<file path="src/rtl/prog_loader_pkg.sv">
// Shared types and constants for the program-memory loader.
package prog_loader_pkg;

  typedef enum logic [2:0] {
    IDLE = 3'd0,
    LEN  = 3'd1,
    HI   = 3'd2,
    LO   = 3'd3,
    CHK  = 3'd4,
    FILL = 3'd5,
    DONE = 3'd6,
    ERR  = 3'd7
  } state_t;

  localparam int         BYTES_PER_WORD = 2;
  localparam logic [7:0] CHK_OK         = 8'h00;

endpackage

</file>
<file path="src/rtl/prog_loader_if.sv">
// Byte-stream input and program-memory write port of the loader.
interface prog_loader_if #(
  parameter int PC_WIDTH = 8,
  parameter int IR_WIDTH = 16
) ();

  // Byte handshake: a byte moves on a rising clk edge where byte_valid and
  // byte_ready are both high; a source seeing byte_ready low holds its byte.
  logic                byte_valid;
  logic [7:0]          byte_data;
  logic                byte_ready;
  logic                wr_en;
  logic [PC_WIDTH-1:0] wr_addr;
  logic [IR_WIDTH-1:0] wr_data;

  modport master (
    input  byte_valid, byte_data,
    output byte_ready, wr_en, wr_addr, wr_data
  );

  modport slave (
    output byte_valid, byte_data,
    input  byte_ready, wr_en, wr_addr, wr_data
  );

endinterface

</file>
<file path="src/rtl/prog_loader.sv">
// Loads a LEN/data/CHK byte stream into program memory, zero-fills the rest,
// and holds the core stalled until a checksum-valid image is in place.
module prog_loader
  import prog_loader_pkg::*;
#(
  parameter int PC_WIDTH = 8,
  parameter int IR_WIDTH = 16,
  parameter int CMD_CNT  = 64
) (
  input  logic          clk,
  input  logic          res,
  input  logic          start,
  prog_loader_if.master bus,
  output logic          cpu_hold,
  output logic          busy,
  output logic          done,
  output logic          err,
  output state_t        dbg_state
);

  localparam logic [8:0]          LEN_MAX  = 9'(CMD_CNT);
  localparam logic [PC_WIDTH-1:0] LAST_ADR = PC_WIDTH'(CMD_CNT - 1);

  state_t              r_state;
  state_t              w_next;
  logic [PC_WIDTH-1:0] r_cnt;
  logic [7:0]          r_sum;
  logic [7:0]          r_len;
  logic [7:0]          r_hi;
  logic                r_lo_wr;
  logic [PC_WIDTH-1:0] r_wr_addr;
  logic [IR_WIDTH-1:0] r_wr_data;

  logic                w_byte_ready;
  logic                w_accept;
  logic [7:0]          w_sum_nxt;
  logic                w_len_bad;
  logic                w_len_full;
  logic                w_last_word;
  logic                w_fill_last;
  logic [8:0]          w_cnt_inc;

  assign w_accept    = bus.byte_valid && w_byte_ready;
  assign w_sum_nxt   = r_sum + bus.byte_data;
  assign w_len_bad   = (bus.byte_data == 8'd0) || ({1'b0, bus.byte_data} > LEN_MAX);
  assign w_len_full  = ({1'b0, r_len} == LEN_MAX);
  assign w_cnt_inc   = 9'(r_cnt) + 9'd1;
  assign w_last_word = (w_cnt_inc == {1'b0, r_len});
  assign w_fill_last = (r_cnt == LAST_ADR);

  // State register and datapath
  always_ff @(posedge clk) begin
    if (res) begin
      r_state   <= IDLE;
      r_cnt     <= '0;
      r_sum     <= '0;
      r_len     <= '0;
      r_hi      <= '0;
      r_lo_wr   <= 1'b0;
      r_wr_addr <= '0;
      r_wr_data <= '0;
    end else begin
      r_state <= w_next;
      r_lo_wr <= 1'b0;
      case (r_state)
        IDLE, ERR: begin
          if (start) begin
            r_cnt <= '0;
            r_sum <= '0;
          end
        end
        LEN: begin
          if (w_accept && !w_len_bad) begin
            r_len <= bus.byte_data;
            r_sum <= w_sum_nxt;
          end
        end
        HI: begin
          if (w_accept) begin
            r_hi  <= bus.byte_data;
            r_sum <= w_sum_nxt;
          end
        end
        LO: begin
          // The word is written the cycle after the low byte lands.
          if (w_accept) begin
            r_sum     <= w_sum_nxt;
            r_lo_wr   <= 1'b1;
            r_wr_addr <= r_cnt;
            r_wr_data <= IR_WIDTH'({r_hi, bus.byte_data});
            r_cnt     <= r_cnt + 1'b1;
          end
        end
        CHK: begin
          if (w_accept) r_sum <= w_sum_nxt;
        end
        FILL: begin
          if (!w_fill_last) r_cnt <= r_cnt + 1'b1;
        end
        default: ;
      endcase
    end
  end

  // Next-state logic
  always_comb begin
    w_next = r_state;
    case (r_state)
      IDLE: if (start) w_next = LEN;
      LEN:  if (w_accept) w_next = w_len_bad ? ERR : HI;
      HI:   if (w_accept) w_next = LO;
      LO:   if (w_accept) w_next = w_last_word ? CHK : HI;
      CHK: begin
        if (w_accept) begin
          if (w_sum_nxt != CHK_OK) w_next = ERR;
          else if (w_len_full)     w_next = DONE;
          else                     w_next = FILL;
        end
      end
      FILL: if (w_fill_last) w_next = DONE;
      DONE: w_next = IDLE;
      ERR:  if (start) w_next = LEN;
      default: w_next = IDLE;
    endcase
  end

  // Outputs; byte_ready drops while a data word is being written
  always_comb begin
    w_byte_ready = 1'b0;
    bus.wr_en    = r_lo_wr;
    bus.wr_addr  = r_wr_addr;
    bus.wr_data  = r_wr_data;
    cpu_hold     = 1'b0;
    busy         = 1'b0;
    done         = 1'b0;
    err          = 1'b0;
    case (r_state)
      LEN, HI, LO, CHK: begin
        w_byte_ready = !r_lo_wr;
        cpu_hold     = 1'b1;
        busy         = 1'b1;
      end
      FILL: begin
        bus.wr_en   = 1'b1;
        bus.wr_addr = r_cnt;
        bus.wr_data = '0;
        cpu_hold    = 1'b1;
        busy        = 1'b1;
      end
      DONE: begin
        busy = 1'b1;
        done = 1'b1;
      end
      ERR: begin
        cpu_hold = 1'b1;
        err      = 1'b1;
      end
      default: ;
    endcase
  end

  assign bus.byte_ready = w_byte_ready;
  assign dbg_state      = r_state;

endmodule

</file>
<file path="src/flat_wrapper.sv">
// flat-port wrapper written by rule: the top's interface ports become plain ports
module prog_loader_flat import prog_loader_pkg::*;
#(
  parameter int PC_WIDTH = 8,
  parameter int IR_WIDTH = 16,
  parameter int CMD_CNT  = 64
)
  (clk, res, start, cpu_hold, busy, done, err, dbg_state, bus_byte_valid, bus_byte_data, bus_byte_ready, bus_wr_en, bus_wr_addr, bus_wr_data);
  prog_loader_if #(.PC_WIDTH(PC_WIDTH), .IR_WIDTH(IR_WIDTH)) bus_i ();
  input  logic clk;
  input  logic res;
  input  logic start;
  output logic cpu_hold;
  output logic busy;
  output logic done;
  output logic err;
  output state_t dbg_state;
  input wire logic [$bits(bus_i.byte_valid)-1:0] bus_byte_valid;
  input wire logic [$bits(bus_i.byte_data)-1:0] bus_byte_data;
  output wire logic [$bits(bus_i.byte_ready)-1:0] bus_byte_ready;
  output wire logic [$bits(bus_i.wr_en)-1:0] bus_wr_en;
  output wire logic [$bits(bus_i.wr_addr)-1:0] bus_wr_addr;
  output wire logic [$bits(bus_i.wr_data)-1:0] bus_wr_data;
  assign bus_i.byte_valid = bus_byte_valid;
  assign bus_i.byte_data = bus_byte_data;
  assign bus_byte_ready = bus_i.byte_ready;
  assign bus_wr_en = bus_i.wr_en;
  assign bus_wr_addr = bus_i.wr_addr;
  assign bus_wr_data = bus_i.wr_data;
  prog_loader #(.PC_WIDTH(PC_WIDTH), .IR_WIDTH(IR_WIDTH), .CMD_CNT(CMD_CNT)) u_core (.clk(clk), .res(res), .start(start), .bus(bus_i), .cpu_hold(cpu_hold), .busy(busy), .done(done), .err(err), .dbg_state(dbg_state));
endmodule
</file>
<file path="config.mk">
export PLATFORM = sky130hd
export DESIGN_NAME = prog_loader_flat
export DESIGN_NICKNAME = d
export VERILOG_FILES = /design/src/rtl/prog_loader_pkg.sv /design/src/rtl/prog_loader_if.sv /design/src/rtl/prog_loader.sv /design/src/flat_wrapper.sv
export SDC_FILE = /design/constraint.sdc
export NUM_CORES = 1
export LEC_CHECK = 0
export ABC_AREA = 1
export CAP_MARGIN = 20
export CORE_AREA = 4 4 75 94
export DETAILED_ROUTE_END_ITERATION = 8
export DIE_AREA = 0 0 79 98
export GPL_TIMING_DRIVEN = 0
export HOLD_SLACK_MARGIN = 0.12
export PLACE_DENSITY = 0.81
export SLEW_MARGIN = 25
export SYNTH_ARGS = -nofsm -noshare
export SYNTH_HDL_FRONTEND = slang
export SYNTH_SLANG_ARGS = --single-unit
export TNS_END_PERCENT = 1
</file>
<file path="constraint.sdc">
create_clock -name clk -period 6.04 [get_ports clk]
set_input_delay 1.51 -clock clk [delete_from_list [all_inputs] [get_ports clk]]
set_output_delay 1.51 -clock clk [all_outputs]
set_load 0.02 [all_outputs]
</file>
Yosys cells after proc, flatten, opt, wreduce, memory -nomap -nowiden. Index checks and enable logic that the tools add are counted. W data, S select, Z words.

Bitwise logic cells: 1. Eq/ne operators: 19. $mul: 0. Reduce and logical (&&, ||, !) cells: 22. Multiplexer cells: 27. Shift-type cells: 0. $lt $le $gt $ge: 1. Divide/modulo/power cells: 0. Add/subtract/negate cells: 3.

Operators with widths (number): $mux W8 (6); $pmux W8 S3 (2); $mux W3 (9); $pmux W3 S7 (1); $mux W16 (1); $ne A2 B1 Y1 const B (8); $eq A3 B3 Y1 const B (4); $reduce_or A6 Y1 (2); $add A8 B1 Y9 const B (1); $eq A9 B8 Y1 (1); $add A8 B1 Y8 const B (1); $add A8 B8 Y8 (1); $eq A8 B6 Y1 const B (1); $eq A8 B7 Y1 const B (1); $gt A8 B7 Y1 const B (1); $logic_not A8 Y1 (1); $reduce_and A4 Y1 (2); $reduce_bool A8 Y1 (1); $mux W1 (7); $eq A3 B2 Y1 const B (2); $reduce_and A2 Y1 (3); $reduce_and A6 Y1 (1); $reduce_bool A3 Y1 (2); $reduce_or A2 Y1 (2); 10 further kinds (12).

Memory bits (writable): 0. Word-level logic and storage cells: 81. Memories: 0. ROM bits: 0. Latch bits: 0. Register bits: 60. Output and inout bits: 33. Input port bits: 12.

Longest topological paths before layout. Gate-level depths: netlist of the first run.

Depth after elaboration: 7. Gate-level depth with buffers: 15. Mapped depth without buffers: 15.

Least setup slack after synthesis of the first run. OpenSTA, ideal clock, no wires.

Path type: in2reg. Start point: input port bus_byte_data[0]. End point: register u_core.r_state[1] (netlist: u_core.dbg_state[1]). Path buffers: 0. Data required time: 5931 ps. Data arrival time: 3004 ps. Setup time: 109 ps. Setup slack: 2927 ps. Cell stages on the path: 11. Cells stage by stage: ha_1 fa_1 or2_2 nor2_1 nand3_1 nor2_1 nand3_1 nand2_1 nand3_1 nand2_1 inv_1.

Cells in the longest elaborated chain, start to end: 5.

RTL lines: start: declaration (RTL line flat_wrapper.sv:19) `input wire logic [$bits(bus_i.byte_data)-1:0] bus_byte_data;`; $add A8 B8 Y8 (RTL line prog_loader.sv:44) `assign w_sum_nxt = r_sum + bus.byte_data;`; $reduce_bool A8 Y1 (RTL line prog_loader.sv:115) `if (w_sum_nxt != CHK_OK) w_next = ERR;`; $mux W3 (RTL line prog_loader.sv:115); $mux W3 (RTL line prog_loader.sv:114) `if (w_accept) begin`; $pmux W3 S7 (RTL line prog_loader.sv:108) `case (r_state)`; end signal: assignment (RTL line prog_loader.sv:63) `r_state <= w_next;`; end: declaration (RTL line prog_loader.sv:24) `state_t r_state;`.

Every way passes these cells. The select of a mux whose other input is x is not followed. A chain may end at the register's enable or synchronous reset.

Worst setup path after layout of the first run.
Start point: register u_core.r_state[0] (netlist: u_core.dbg_state[0]). End point: output port bus_wr_addr[1].

Cells in the longest elaborated chain, start to end: 2.

RTL lines: $eq A3 B3 Y1 (RTL line prog_loader.sv:137) `case (r_state)`; $mux W8 (RTL line prog_loader.sv:137); end: declaration (RTL line flat_wrapper.sv:22) `output wire logic [$bits(bus_i.wr_addr)-1:0] bus_wr_addr;`.

Every way passes these cells.

==> metrics, run 1 <==
initial drt markers=213; # diodes=0; CP delay by family, top=buffers and inverters; Worst slew margin=65.24%; Max Fanout on Critical Path=10; fin area=0.004234 mm2; I/O pins=45; Initial Util=56.19%; Mapped Nets=559; Setup Buffers After CTS=0; VDD IR-drop max=0.2700 mV; Max-Cap Viols=0; most frequent cells in the layout=nand2_1 (119), inv_1 (83), nor2_1 (64); GRT Residual Overflow=0; detail-routed via count per cell=5.262; endpoints failing hold=0; initial antenna violation count=0; pins over their slew limit=0; # rows=32; Worst-Skew Late Latency=0.36 ns; final worst path period share=67.11%; Non-Filler Instances=683; total power=1603 uW; Critical Path Source=u_core.dbg_state[0]; post-route antenna net violation count=0; RSZ-0062 raised after global routing=false; Seq pwr share=30.0%; skew final=0.006775 ns; die height=98 um; Wirelength per Cell=13.02 um; Syn Area/Cell=6.440 um2; Hold WC Path Type=reg2reg; Final Setup Violations=0; Setup crit end kind=output port; combinational power share=44.1%; Cell Int Power=940.1 uW; minimum clock period=4.053 ns; commonest non-fill, non-tap cell in the layout=nand2_1; Most Frequent Cell on Critical Path=nand2_1; Crit path required time=4.53 ns; Leakage=0.001763 uW; worst-margin pin slew=0.5214 ns; Cell Area, Synth=0.003465 mm2; # DRC=0; worst r2r src=u_core.r_sum[0]; pwr dens=378.6 mW/mm2; # fillers=573; startpoint types=register; core footprint=0.006166 mm2; Synth Instances=538; count of input and output buffers=44; setup tns final=0 ns; dpl hpwl=6.795 mm; Final nets=614; Bufs and invs on worst path=2; Final Wtd Congestion=0.8964; Synth Warn #=0; worst path cell trace=nand2_1 > nor2_4 > clkbuf_1 > nand2_1 > o21ai_0 > clkdlybuf4s50_1; sequential share of the synthesized area=34.67%; Hold-fix buffers, CTS=0; Synth Register Bits=60; slowest cell on the critical path=clkdlybuf4s50_1; die width=79 um; sw frac=41.36%; clock sink total=60; Total GRT Usage=24.27%; final WL=8.895 mm; Clock Tree Root=clkbuf_8; worst setup path category=reg2out; status=completed; TritonCTS clock tree=built; sequential cell area=0.001201 mm2; largest net degree at the start of global routing=13; Post-CTS Resized=0; part of the power in the clock network=25.9%; hold path startpoint=u_core.r_hi[7]; DRT Pass-1 Iters=5; CTS Buffer Depth=2; via count=3594; Multi-input gate area=0.001856 mm2; global-route wire length before repair=15.21 mm; layout cells sized above 1=7.525%; Fmax=0.2467 GHz; area delta synth->final=22.21%; DP Area=0.004011 mm2; total CTS buffers=9; arrival time worst endpoint=2.54 ns; vias in the first global route=3429; synth unique cells=32; biggest cell delay along the critical path=0.64 ns; Reg clk slew, reported paths=0.07 ns; H-tree depth=3; Psw=663.1 uW; die area=0.007742 mm2; Placed Cells=667
-- per-layer routing --
metal	up-vias	part of all wire, %	track usage, %
met5	-	0	0
li1	1825	-	-
met3	25	4.3	4.889
met2	91	51	42.22
met4	0	2.7	10.58
met1	1653	42	28.50
-- cells in the mapped netlist (all sizes together) --
library cell / instances / share of area (%)
a21o: 1 / 0.25
nor4: 2 / 0.36
nand3b: 5 / 1.1
buf: 7 / 1.2
dfxtp: 60 / 35
a21oi: 62 / 9.1
nand2: 125 / 14
fa: 1 / 0.58
ha: 8 / 2.9
clkbuf: 11 / 1.5
xor2: 1 / 0.25
or2: 3 / 0.54
o21ai: 59 / 8.6
nand4: 6 / 1.1
o21bai: 1 / 0.22
nor2: 70 / 9.0
inv: 84 / 9.1
nand3: 27 / 4.0
nor3: 4 / 0.90
xnor2: 1 / 0.25
-- power by group through the flow --
stage / logic (uW) / clock network, uW / registers (uW)
2_1_floorplan: 508 / 0 / 488
6_report: 707 / 415 / 481
4_1_cts: 706 / 416 / 480
3_5_place_dp: 703 / 0 / 489
5_1_grt: 792 / 437 / 485
3_3_place_gp: 688 / 0 / 488
-- worst min-delay path, stage by stage (launching register included) --
cell	delay, ns
dfxtp_1	0.31
inv_1	0.05
a21oi_1	0.05
-- through the flow --
step / hold slack [ns] / setup slack [ns] / utilization [%]
6_report: 0.4445 / 1.987 / 68.67
3_5_place_dp: 0.4322 / 2.120 / 65.06
2_1_floorplan: 0.4199 / 2.927 / -
4_1_cts: 0.4429 / 2.000 / 68.67
5_1_grt: 0.4678 / 1.764 / 68.67
3_3_place_gp: 0.4300 / 2.115 / 65.06
-- cells by family (layout without fill, tap and decap cells) --
| logic type | Yosys count | count (layout) | share of synthesized area [%] |
|---|---|---|---|
| adders and majority gates | 9 | 9 | 3.467 |
| DFF | 60 | 60 | 34.67 |
| AOI/OAI and AO/OA | 123 | 123 | 18.17 |
| and+or+nand+nor | 242 | 242 | 31.42 |
| xor gates and xnor gates | 2 | 2 | 0.5057 |
| buffers and inverters | 102 | 162 | 11.77 |
-- final timing paths --
kind	slack, ns	depth (start not counted)	end
max	1.99	6	bus_wr_addr[1]
min	0.44	2	u_core.r_hi[7]
max reg2reg	3.98	11	u_core.dbg_state[1]
min reg2reg	0.44	2	u_core.r_hi[7]
-- registers in the layout, summed over array words and instances, names as in the netlist --
| register | cells |
|---|---|
| u_core.r_sum | 8 |
| u_core.r_len | 8 |
| u_core.dbg_state | 3 |
| u_core.r_cnt | 8 |
| u_core.r_wr_data | 16 |
| u_core.r_wr_addr | 8 |
| u_core.r_hi | 8 |
| u_core.r_lo_wr | 1 |
-- cell type report --
class	instances	area share, %
inverter	84	7.447
timing repair buffer	44	10.40
sequential	60	28.37
multi-input combinational	376	43.82
buffer	18	2.187
tap	85	2.512
clock buffer	9	2.926
clock inverter	7	2.335
No activity file was read; power rests on OpenSTA's default activity.
==> run 2, diff against run 1 <==
--- a/config.mk
+++ b/config.mk
@@ -7,12 +7,12 @@
 export LEC_CHECK = 0
 export ABC_AREA = 1
 export CAP_MARGIN = 20
-export CORE_AREA = 4 4 75 94
+export CORE_AREA = 4 4 80 101
 export DETAILED_ROUTE_END_ITERATION = 8
-export DIE_AREA = 0 0 79 98
+export DIE_AREA = 0 0 84 105
 export GPL_TIMING_DRIVEN = 0
 export HOLD_SLACK_MARGIN = 0.12
-export PLACE_DENSITY = 0.81
+export PLACE_DENSITY = 0.74
 export SLEW_MARGIN = 25
 export SYNTH_ARGS = -nofsm -noshare
 export SYNTH_HDL_FRONTEND = slang
==> constraint.sdc (replaced) <==
create_clock -name clk -period 3.6 [get_ports clk]
set_input_delay 0.9 -clock clk [delete_from_list [all_inputs] [get_ports clk]]
set_output_delay 0.9 -clock clk [all_outputs]
set_load 0.02 [all_outputs]
==> metrics, run 2 (synthesis results as in run 1) <==
initial drt markers=216 (was 213); VDD IR-drop max=0.4359 mV (was 0.2700 mV); depth of the most critical reg-to-reg path=11 (unchanged); H-tree depth=3 (unchanged); pins over their slew limit=0 (unchanged); gr busiest metal=met2 (unchanged); Hold WC Path Type=reg2reg (unchanged); clock sink total=60 (unchanged); Fmax=0.2956 GHz; vias in the first global route=3254 (was 3429); worst-margin pin slew=0.5193 ns (was 0.5214 ns); GRT Residual Overflow=0 (unchanged); DRT Pass-1 Iters=5 (unchanged); worst r2r dst=u_core.dbg_state[1] (unchanged); pwr dens=619.0 mW/mm2 (was 378.6 mW/mm2); Hold-fix buffers, CTS=0 (unchanged); die height=105 um (was 98 um); RSZ-0062 raised after global routing=false (unchanged); Worst slew margin=65.11% (was 65.24%); TritonCTS clock tree=built (unchanged); Setup Buffers After CTS=0 (unchanged); largest net degree at the start of global routing=13 (unchanged); hold endpoint=u_core.r_wr_addr[2] (was u_core.r_hi[7]); CTS Buffer Depth=2 (unchanged); Post-CTS Resized=0 (unchanged); minimum clock period=3.383 ns; Hold Path Depth=2 (unchanged); # fillers=701 (was 573); # diodes=0 (unchanged); # rows=35 (was 32); Wirelength per Cell=12.95 um (was 13.02 um); initial antenna violation count=0 (unchanged); layout cells sized above 1=7.525% (unchanged); setup tns final=0 ns (unchanged); Crit path required time=2.70 ns (was 4.53 ns); global-route wire length before repair=14.81 mm (was 15.21 mm); Max Fanout on Critical Path=10 (unchanged); core footprint=0.007182 mm2 (was 0.006166 mm2); hold path startpoint=u_core.r_wr_addr[2] (was u_core.r_hi[7]); CP delay by family, top=buffers and inverters (unchanged); Multi-input gate area=0.001856 mm2 (unchanged); count of input and output buffers=44 (unchanged); final worst path period share=93.98%; sequential cell area=0.001201 mm2 (unchanged); Setup crit end kind=output port (unchanged); die area=0.008820 mm2 (was 0.007742 mm2); I/O pins=45 (unchanged); # DRC=0 (unchanged); Initial Util=48.24% (was 56.19%); Clock Tree Root=clkbuf_8 (unchanged); via count=3535 (was 3594); total CTS buffers=9 (unchanged); worst r2r src=u_core.r_sum[0] (unchanged); detail-routed via count per cell=5.123 (was 5.262); status=completed (unchanged); fin util=58.76% (was 68.67%); Total GRT Usage=20.46% (was 24.27%); final WL=8.935 mm (was 8.895 mm); arrival time worst endpoint=2.48 ns (was 2.54 ns); post-route antenna net violation count=0 (unchanged); met2 usage=37.94% (was 42.22%); area delta synth->final=21.81% (was 22.21%); Max-Cap Viols=0 (unchanged); grt met3 use=3.155% (was 4.889%); Final Wtd Congestion=0.9425 (was 0.8964); worst setup path category=reg2out (unchanged); Reg clk slew, reported paths=0.07 ns (about the same); Final nets=614 (unchanged); Worst R2R Setup Slack=1.51 ns (was 3.98 ns); fin area=0.004220 mm2 (was 0.004234 mm2); Bufs and invs on worst path=2 (unchanged); worst path cell trace=nand2_1 > nor2_4 > clkbuf_1 > nand2_1 > o21ai_0 > clkdlybuf4s50_1 (unchanged); most frequent cells in the layout=nand2_1 (119), inv_1 (83), nor2_1 (64) (unchanged); endpoints failing hold=0 (unchanged); Final Setup Violations=0 (unchanged); GR Util met1=24.05% (was 28.50%); largest register by flop count=u_core.r_wr_data (unchanged); max reg flops=16 (unchanged); startpoint types=register (unchanged); skew final=0.009116 ns (was 0.006775 ns); Leakage=0.001749 uW (was 0.001763 uW); commonest non-fill, non-tap cell in the layout=nand2_1 (unchanged); dpl hpwl=6.881 mm (was 6.795 mm); DP Area=0.004020 mm2 (was 0.004011 mm2); slowest cell on the critical path=clkdlybuf4s50_1 (unchanged); Worst-Skew Late Latency=0.34 ns (was 0.36 ns); die width=84 um (was 79 um); Most Frequent Cell on Critical Path=nand2_1 (unchanged); biggest cell delay along the critical path=0.64 ns (about the same)
run 2: changes by cell type in the layout (fill, tap and decap cells not counted), sizes merged:
cell and delta:
inv -1, bufinv -1, clkinv +1, clkinvlp +1
run 2: area by class of cell:
type | count | share of cell area [%]
Tap cell | 92 | 2.728
Clock buffer | 9 | 2.935
Buffer | 18 | 2.194
Clock inverter | 7 | 1.808
Timing Repair Buffer | 44 | 10.44
Inverter | 84 | 7.471
Multi-Input combinational cell | 376 | 43.97
Sequential cell | 60 | 28.46
run 2: worst max path at each step:
stage | cells past startpoint | end | from
final | 6 | bus_wr_addr[6] | u_core.dbg_state[0]
after global routing | 6 | bus_wr_addr[3] | u_core.dbg_state[0]
after CTS | 6 | bus_wr_addr[6] | u_core.dbg_state[0]
after detailed placement | 12 | u_core.dbg_state[1] | bus_byte_data[0]
after global placement | 12 | u_core.dbg_state[1] | bus_byte_data[0]
after floorplan | 11 | u_core.dbg_state[1] | bus_byte_data[0]
run 2: power breakdown:
part           switching [uW]  internal, uW  total (uW)
combinational             751           442        1190
clock                     292           323         615
sequential               62.6           742         805
run 2: layer usage:
metal,wire [um],share of wire [%]
met4,102,1.1
met1,3914,44
met2,4632,52
met3,286,3.2
met5,0,0
run 2: metrics by stage:
stage | worst slack (ns) | std cells | hold WS (ns) | power (uW)
2_1_floorplan | 1.097 | 538 | 0.4199 | 1672
3_3_place_gp | 0.2425 | 674 | 0.4301 | 1981
6_report | 0.2168 | 690 | 0.4475 | 2612
3_5_place_dp | 0.2424 | 674 | 0.4357 | 2001
4_1_cts | 0.2004 | 690 | 0.4468 | 2619
5_1_grt | 0.06683 | 690 | 0.4652 | 2810
run 2: worst reg2reg max path, stage by stage, from the launching register on:
cell and delay [ns]:
dfxtp_1 0.33, ha_1 0.23, fa_1 0.45, or2_2 0.30, nor2_1 0.10, nand3_1 0.09, nor2_1 0.16, nand3_1 0.09
nand2_1 0.07, nand3_1 0.07, nand2_1 0.07, inv_1 0.03
==> run 3, diff against run 2 <==
--- a/config.mk
+++ b/config.mk
@@ -7,12 +7,11 @@
 export LEC_CHECK = 0
 export ABC_AREA = 1
 export CAP_MARGIN = 20
-export CORE_AREA = 4 4 80 101
+export CORE_AREA = 4 4 94 119
 export DETAILED_ROUTE_END_ITERATION = 8
-export DIE_AREA = 0 0 84 105
+export DIE_AREA = 0 0 98 123
 export GPL_TIMING_DRIVEN = 0
 export HOLD_SLACK_MARGIN = 0.12
-export PLACE_DENSITY = 0.74
 export SLEW_MARGIN = 25
 export SYNTH_ARGS = -nofsm -noshare
 export SYNTH_HDL_FRONTEND = slang
==> metrics, run 3 (synthesis results as in run 1) <==
status=completed (unchanged); Final nets=614 (unchanged); startpoint types=register (unchanged); CTS Buffer Depth=2 (unchanged); hold path startpoint=u_core.r_hi[5] (was u_core.r_wr_addr[2]); Reg clk slew, reported paths=0.06 ns (was 0.07 ns); Crit path required time=2.70 ns (about the same); worst setup path category=reg2out (unchanged); biggest cell delay along the critical path=0.56 ns (was 0.64 ns); sequential cell area=0.001201 mm2 (unchanged); initial antenna violation count=0 (unchanged); largest net degree at the start of global routing=11 (was 13); dpl hpwl=7.154 mm (was 6.881 mm); core footprint=0.01000 mm2 (was 0.007182 mm2); VDD IR-drop max=0.3413 mV (was 0.4359 mV); fin util=43.25% (was 58.76%); global-route wire length before repair=15.37 mm (was 14.81 mm); TritonCTS clock tree=built (unchanged); via count=3438 (was 3535); fin area=0.004327 mm2 (was 0.004220 mm2); setup tns final=0 ns (unchanged); depth of the most critical reg-to-reg path=8 (was 11); RSZ-0062 raised after global routing=false (unchanged); Hold Path Depth=2 (unchanged); total CTS buffers=9 (unchanged); DRT Pass-1 Iters=4 (was 5); Max-Cap Viols=0 (unchanged); Met3 Wirelength=330 um (was 286 um); final WL=9.203 mm (was 8.935 mm); die width=98 um (was 84 um); DP Area=0.004066 mm2 (was 0.004020 mm2); dpl ws=0.2788 ns (was 0.2424 ns); Final WS setup=0.2325 ns (was 0.2168 ns); worst r2r src=u_core.r_cnt[0] (was u_core.r_sum[0]); post-route antenna net violation count=0 (unchanged); GRT Residual Overflow=0 (unchanged); most frequent cells in the layout=nand2_1 (119), inv_1 (83), nor2_1 (64) (unchanged); Critical Path Source=u_core.dbg_state[0] (unchanged); Final Wtd Congestion=0.9141 (was 0.9425); detail-routed via count per cell=4.736 (was 5.123); Total GRT Usage=15.87% (was 20.46%); Worst slew margin=64.13% (was 65.11%); Initial Util=34.63% (was 48.24%); layout cells sized above 1=7.370% (was 7.525%); H-tree depth=3 (unchanged); Clock Tree Root=clkbuf_16 (was clkbuf_8); area delta synth->final=24.88% (was 21.81%); count of input and output buffers=44 (unchanged); clock sink total=60 (unchanged); die height=123 um (was 105 um); Setup crit end kind=output port (unchanged); I/O pins=45 (unchanged); worst hold slack=0.4436 ns (was 0.4475 ns); worst-margin pin slew=0.5381 ns (was 0.5193 ns); final worst path period share=93.54% (was 93.98%); pins over their slew limit=0 (unchanged); Fmax=0.2970 GHz (was 0.2956 GHz); largest register by flop count=u_core.r_wr_data (unchanged); # diodes=0 (unchanged); met2 WL post-DR=4.407 mm (was 4.632 mm); Worst-Skew Late Latency=0.33 ns (was 0.34 ns); commonest non-fill, non-tap cell in the layout=nand2_1 (unchanged); # DRC=0 (unchanged); skew final=0.005951 ns (was 0.009116 ns); endpoints failing hold=0 (unchanged); max reg flops=16 (unchanged); pwr dens=636.7 mW/mm2 (was 619.0 mW/mm2); Max Fanout on Critical Path=10 (unchanged); # rows=41 (was 35); Hold WC Path Type=reg2reg (unchanged); Final Setup Violations=0 (unchanged); # fillers=1065 (was 701); initial drt markers=215 (was 216); vias in the first global route=3278 (was 3254); Leakage=0.001781 uW (was 0.001749 uW); Met1 Wirelength=4.247 mm (was 3.914 mm); Hold-fix buffers, CTS=0 (unchanged); slowest cell on the critical path=clkdlybuf4s50_1 (unchanged); minimum clock period=3.367 ns (was 3.383 ns); arrival time worst endpoint=2.47 ns (was 2.48 ns); Multi-input gate area=0.001856 mm2 (unchanged); Top Layer Used=met4 (unchanged); worst path cell trace=nand2_1 > nor2_4 > clkbuf_1 > o21ai_0 > clkdlybuf4s50_1 (was nand2_1 > nor2_4 > clkbuf_1 > nand2_1 > o21ai_0 > clkdlybuf4s50_1); die area=0.01205 mm2 (was 0.008820 mm2); Wirelength per Cell=12.68 um (was 12.95 um)
==> run 3: path summary, 6_finish.rpt <==
check,end,slack [ns]
min reg2reg,u_core.r_hi[5],0.44
min,u_core.r_hi[5],0.44
max,bus_wr_addr[6],0.23
max reg2reg,u_core.r_cnt[0],1.50
==> run 3: final cells by class <==
type	count	share of cell area (%)
sequential	60	27.76
clock inverter	5	0.6940
inverter	84	7.287
buffer	18	2.169
multi-input combinational	376	42.89
timing repair buffer	44	10.18
clock buffer	10	5.292
tap	129	3.730
==> run 3: metrics by stage <==
step,power (uW),std cells
3_3_place_gp,1995,711
3_5_place_dp,2011,711
4_1_cts,2774,726
6_report,2755,726
2_1_floorplan,1672,538
5_1_grt,2969,726
==> run 3: report_power, final <==
part / internal, uW / leakage, uW / switching [uW] / total (uW)
sequential: 744 / 0.000486 / 63.5 / 807
clock: 457 / 0.000124 / 306 / 763
combinational: 441 / 0.00117 / 743 / 1180
==> run 3: per-layer routing <==
metal | vias to the layer above | track usage, %
li1 | 1821 | -
met4 | 0 | 7.359
met3 | 18 | 2.652
met2 | 71 | 27.17
met5 | - | 0
met1 | 1528 | 19.52
==> run 3: what timing repair did <==
| action | in CTS | in global routing |
|---|---|---|
| setup buffers | 0 | 0 |
| setup endpoints to repair | 0 | 4 |
| resized for setup | 0 | 2 |
==> run 3: critical path, delay by kind of cell, from the launching register on <==
kind                   cells  cell delay (ns)
AO/OA/AOI/OAI              1             0.18
buffers and inverters      2             0.95
flip-flops                 1             0.50
AND/OR/NAND/NOR            2             0.50
